File: config.mk
export PLATFORM = sky130hd
export DESIGN_NAME = div_const_seq_ctrl
export DESIGN_NICKNAME = d
export VERILOG_FILES = /design/src/rtl/div_const_seq_ctrl.sv
export SDC_FILE = /design/constraint.sdc
export NUM_CORES = 1
export LEC_CHECK = 0
export BUFFER_PORTS_ARGS = -buffer_cell sky130_fd_sc_hd__buf_2
export CAP_MARGIN = 30
export CELL_PAD_IN_SITES_DETAIL_PLACEMENT = 2
export CELL_PAD_IN_SITES_GLOBAL_PLACEMENT = 2
export CORE_MARGIN = 5
export CORE_UTILIZATION = 35
export CTS_BUF_LIST = sky130_fd_sc_hd__clkbuf_8 sky130_fd_sc_hd__clkbuf_16
export DETAILED_ROUTE_END_ITERATION = 12
export PLACE_DENSITY_LB_ADDON = 0.1
export SLEW_MARGIN = 20
export SYNTH_ARGS = -nofsm -noshare
export SYNTH_HDL_FRONTEND = slang
export SYNTH_SLANG_ARGS = --single-unit
File: constraint.sdc
create_clock -name clk -period 8.6 [get_ports clk]
set_input_delay 1.72 -clock clk [delete_from_list [all_inputs] [get_ports clk]]
set_output_delay 1.72 -clock clk [all_outputs]
set_load 0.05 [all_outputs]
File: src/rtl/div_const_seq_ctrl.sv
// Sequential divide-by-constant controller: one radix-2^K quotient digit per clock, MSB chunk first.
// Latency: STEPS cycles accept->out_valid (n cycles with DIV_CONST_EARLY_EXIT_EN); result held until out_ready.
module div_const_seq_ctrl #(
    parameter int W       = 64,
    parameter int K       = 3,
    parameter int DIVISOR = 5,
    parameter int RW      = 3
) (
    input  logic          clk,
    input  logic          rst,
    input  logic          in_valid,
    output logic          in_ready,
    input  logic [W-1:0]  in_dividend,
    output logic          out_valid,
    input  logic          out_ready,
    output logic [W-1:0]  out_quotient,
    output logic [RW-1:0] out_remainder,
    output logic          busy
);

    localparam int STEPS = (W + K - 1) / K;
    localparam int PW    = STEPS * K;
    localparam int CW    = $clog2(STEPS + 1);
    localparam int TW    = RW + K;
    localparam logic [TW-1:0] DIV_C = DIVISOR[TW-1:0];

    typedef enum logic [1:0] {IDLE, RUN, DONE} state_t;

    state_t          state;
    logic [PW-1:0]   dvd;
    logic [W-1:0]    quo;
    logic [RW-1:0]   r;
    logic [CW-1:0]   cnt;

    logic [PW-1:0]   pad;
    logic [PW-1:0]   load_dvd;
    logic [CW-1:0]   load_n;
    logic [TW-1:0]   t;
    logic [K-1:0]    digit;
    logic [RW-1:0]   r_next;
    logic [W-1:0]    quo_next;

    assign pad = PW'(in_dividend);

`ifdef DIV_CONST_EARLY_EXIT_EN
    // Skip leading all-zero chunks: they yield zero digits and keep r at 0.
    always_comb begin
        load_n   = CW'(1);
        load_dvd = pad;
        for (int i = 0; i < STEPS; i++) begin
            if (pad[i*K +: K] != '0) begin
                load_n   = CW'(i + 1);
                load_dvd = pad << ((STEPS - 1 - i) * K);
            end
        end
    end
`else
    assign load_n   = CW'(STEPS);
    assign load_dvd = pad;
`endif

    // r < DIVISOR guarantees the digit fits in K bits.
    always_comb begin
        t        = {r, dvd[PW-1 -: K]};
        digit    = K'(t / DIV_C);
        r_next   = RW'(t % DIV_C);
        quo_next = (quo << K) | W'(digit);
    end

    always_ff @(posedge clk or posedge rst) begin
        if (rst) begin
            state         <= IDLE;
            dvd           <= '0;
            quo           <= '0;
            r             <= '0;
            cnt           <= '0;
            in_ready      <= 1'b1;
            out_valid     <= 1'b0;
            busy          <= 1'b0;
            out_quotient  <= '0;
            out_remainder <= '0;
        end else begin
            case (state)
                IDLE: begin
                    if (in_valid) begin
                        dvd      <= load_dvd;
                        quo      <= '0;
                        r        <= '0;
                        cnt      <= load_n;
                        state    <= RUN;
                        in_ready <= 1'b0;
                        busy     <= 1'b1;
                    end
                end
                RUN: begin
                    dvd <= dvd << K;
                    quo <= quo_next;
                    r   <= r_next;
                    cnt <= cnt - CW'(1);
                    if (cnt == CW'(1)) begin
                        state         <= DONE;
                        out_valid     <= 1'b1;
                        out_quotient  <= quo_next;
                        out_remainder <= r_next;
                    end
                end
                DONE: begin
                    if (out_ready) begin
                        state     <= IDLE;
                        out_valid <= 1'b0;
                        in_ready  <= 1'b1;
                        busy      <= 1'b0;
                    end
                end
                default: state <= IDLE;
            endcase
        end
    end

endmodule

==> flow_summary.yaml <==
status:
  status: "finished, final reports clean"
critical_path:
  slowest_stage: "buf_4"
  critPathMostFrequentCell: "buf_4"
  ff2ff_path_depth: 11
  crit_buf_inv: 3
  critPathRequiredTime_ps: 9010
  critical_path.cell_chain: "buf_2 > buf_4 > nor2_1 > or2_4 > buf_4 > nand2_1 > o21ai_0"
  crit_cells: 7
  critPathArrivalTime_ps: 4080
  crit_fanout: 66
  crit_family: "buffers and inverters"
  worstSetupEndpointType: "register"
  crit_type: "input port to register"
  startpoint_type: "input port"
  cpPeakStageDelay_ps: 690
timing:
  fmaxAchievable_mhz: 273
  tightest_slew_ps: 763
  period_share: 0.426
  finalHoldViolations: 0
  finalSetupViolCount: 0
  finalWorstSetupSlack_ps: 4940
  finClkSkew_ps: 5.25
  finalSetupTns_ps: 0
  rsz0062_at_grt: "no"
  finalCriticalPeriod_ps: 3660
  max_slew_margin: 0.491
  final-max-slew-violation-count: 0
flow_run:
  maxCapViolCount: 0
cells_and_area:
  area_growth_pct: 20.6
  layout_common_cells: "257 x nand2_1, 204 x dfrtp_1, 137 x buf_2, 75 x o21ai_0, 65 x and2_1"
  drive_above_1_share: 0.199
  n_antenna_cell: 0
  stdcell_count: 1343
  final_util: 0.424
  final_common_cell: "nand2_1"
  final_nets: 1070
die:
  die_x_um: 168
  rows: 58
  start_util: 0.351
  die_h_um: 168
  io_pins: 138
  core_area_mm2: 0.0250
  dieArea_mm2: 0.0283
synth:
  synth_adder_area_share: 0.00856
  synthMuxAreaShare: 0.00242
  synthesis.nets: 964
  synth.top_cell.area_share: 0.588
  synth_simple_gate_area_frac: 0.173
  ys_seq_area_frac: 0.591
  synth-compound-area-share: 0.185
  syn-instance-count: 890
  synth-edff-count: 0
  synth_cell_type_count: 46
  synth.avg_cell_area_um2: 9.86
  yosysTopAreaCell: "dfrtp_1"
  async_flop_share: 1.00
  yosysWarnings: 0
  syn_area_mm2: 0.00877
  ys_seq_elements: 207
  synth_xor_area_frac: 0.00399
  synth_top_family_by_area: "compound AO/OA/AOI/OAI gates"
  yosys-top-cells-area: "dfrtp_1 59%, nand2_1 11%, a22o_1 6.4%"
  yosys_most_used_dff: "dfrtp_1"
placement:
  place_inst: 1299
  place_ws_ps: 4390
  port_buffers: 137
  post-dp-hpwl_um: 14800
  place.gp.congestion: 0.769
route:
  wl_per_cell_um: 18.2
  drt-pass1-iter-count: 4
  drt_iter0_drc: 304
  final_antenna_net_count: 0
  via_count: 6971
  viasPerCell: 5.19
  drc_errors: 0
  drt_wl_total_um: 24400
power_and_ir_drop:
  power_density_mw_per_mm2: 412
  power_mw: 4.35
  leakage_nw: 5.25
  ir_drop_mv: 0.174
clock_tree:
  cts_htree_levels: 1
  cts_sinks: 207
  post_cts_buffers: 0
  cts_buffer_depth: 3
  cts-root-buf: "clkbuf_16"
  cts_resized: 0
  cts_hold_buf: 0
  clk_latency_ps: 510
  cts_made_buffers: 24
  clk_pin_slew_ps: 60
  cts_tree: "yes"
global_routing:
  grt_max_degree: 72
  antenna_found_initial: 1
  grt_pass1_wl_um: 41000
  track_usage: 0.172
  grt.overflow.total: 0
  grt_pass1_vias: 7810
min_path:
  hold_class: "register to register"
  min_path_cells: 2
==> registers in the layout, summed over array words and instances, names as in the netlist <==
name	flops
quo	61
in_ready	1
out_quotient	64
busy	1
dvd	66
out_valid	1
state	2
cnt	5
r	3
out_remainder	3
==> through the flow <==
stage                     hold slack, ps  cell area [um2]
after detailed placement             460             9740
final                                467            10600
after global routing                 497            10600
after CTS                            474            10600
after global placement               454             9700
after floorplan                      440             8770
==> cell usage after synthesis, types with 2 or more instances <==
cell type  instances
a221o_1            2
o21ai_0           75
a21oi_1           13
clkbuf_1          58
nand2b_1           3
o22ai_1            4
dfrtp_1          206
nand2_1          258
a31oi_1           63
o21a_1             2
a211oi_1           2
xnor2_1            2
ha_1               6
a22o_1            64
inv_1             14
buf_2              3
nor3_1             2
xor2_1             2
and2_1            65
o211ai_1           5
nor2_1            11
buf_1              6
==> per-layer routing <==
metal  track usage  wire length [um]  share of wire  up-vias
li1              -                 -              -     3273
met1         0.229             11100           0.46     3554
met2         0.299             11800           0.49      113
met3        0.0301              1090          0.045       29
met4        0.0325               327          0.013        2
met5             0                13        0.00053        -
==> final cells by class <==
| cell class | instances | area, um2 |
|---|---|---|
| clock buffer | 30 | 694 |
| multi-input combinational | 601 | 3290 |
| clock inverter | 13 | 113 |
| inverter | 14 | 60.1 |
| tap | 330 | 413 |
| fill | 2735 | 14400 |
| timing repair buffer | 148 | 821 |
| sequential | 207 | 5180 |
==> path summary, 6_finish.rpt <==
| kind | end | slack, ps | startpoint |
|---|---|---|---|
| setup / recovery | dvd[4] | 4940 | in_valid |
| hold / removal | out_quotient[38] | 470 | out_quotient[38] |
| setup reg to reg | r[1] | 5030 | r[1] |
| hold reg to reg | out_quotient[38] | 470 | out_quotient[38] |
| max in group asynchronous | in_ready | 6290 | rst |
| min in group asynchronous | out_quotient[10] | 1250 | rst |
==> logic make-up after synthesis <==
group / after synthesis
adders and majority gates: 6
xor gates and xnor gates: 4
AOI/OAI and AO/OA: 241
muxes: 2
and+or+nand+nor: 348
buffers and inverters: 82
DFF: 207
==> report_power, final <==
group          internal [mW]  switching [mW]
clock                  0.627           0.406
sequential              1.34           0.282
combinational          0.570            1.13
==> tightest hold or removal path, delay by kind of cell (launching register included) <==
family,cells,cell delay [ps]
flops,1,330
simple gates,2,100
Power figures use the tool's default switching activity.
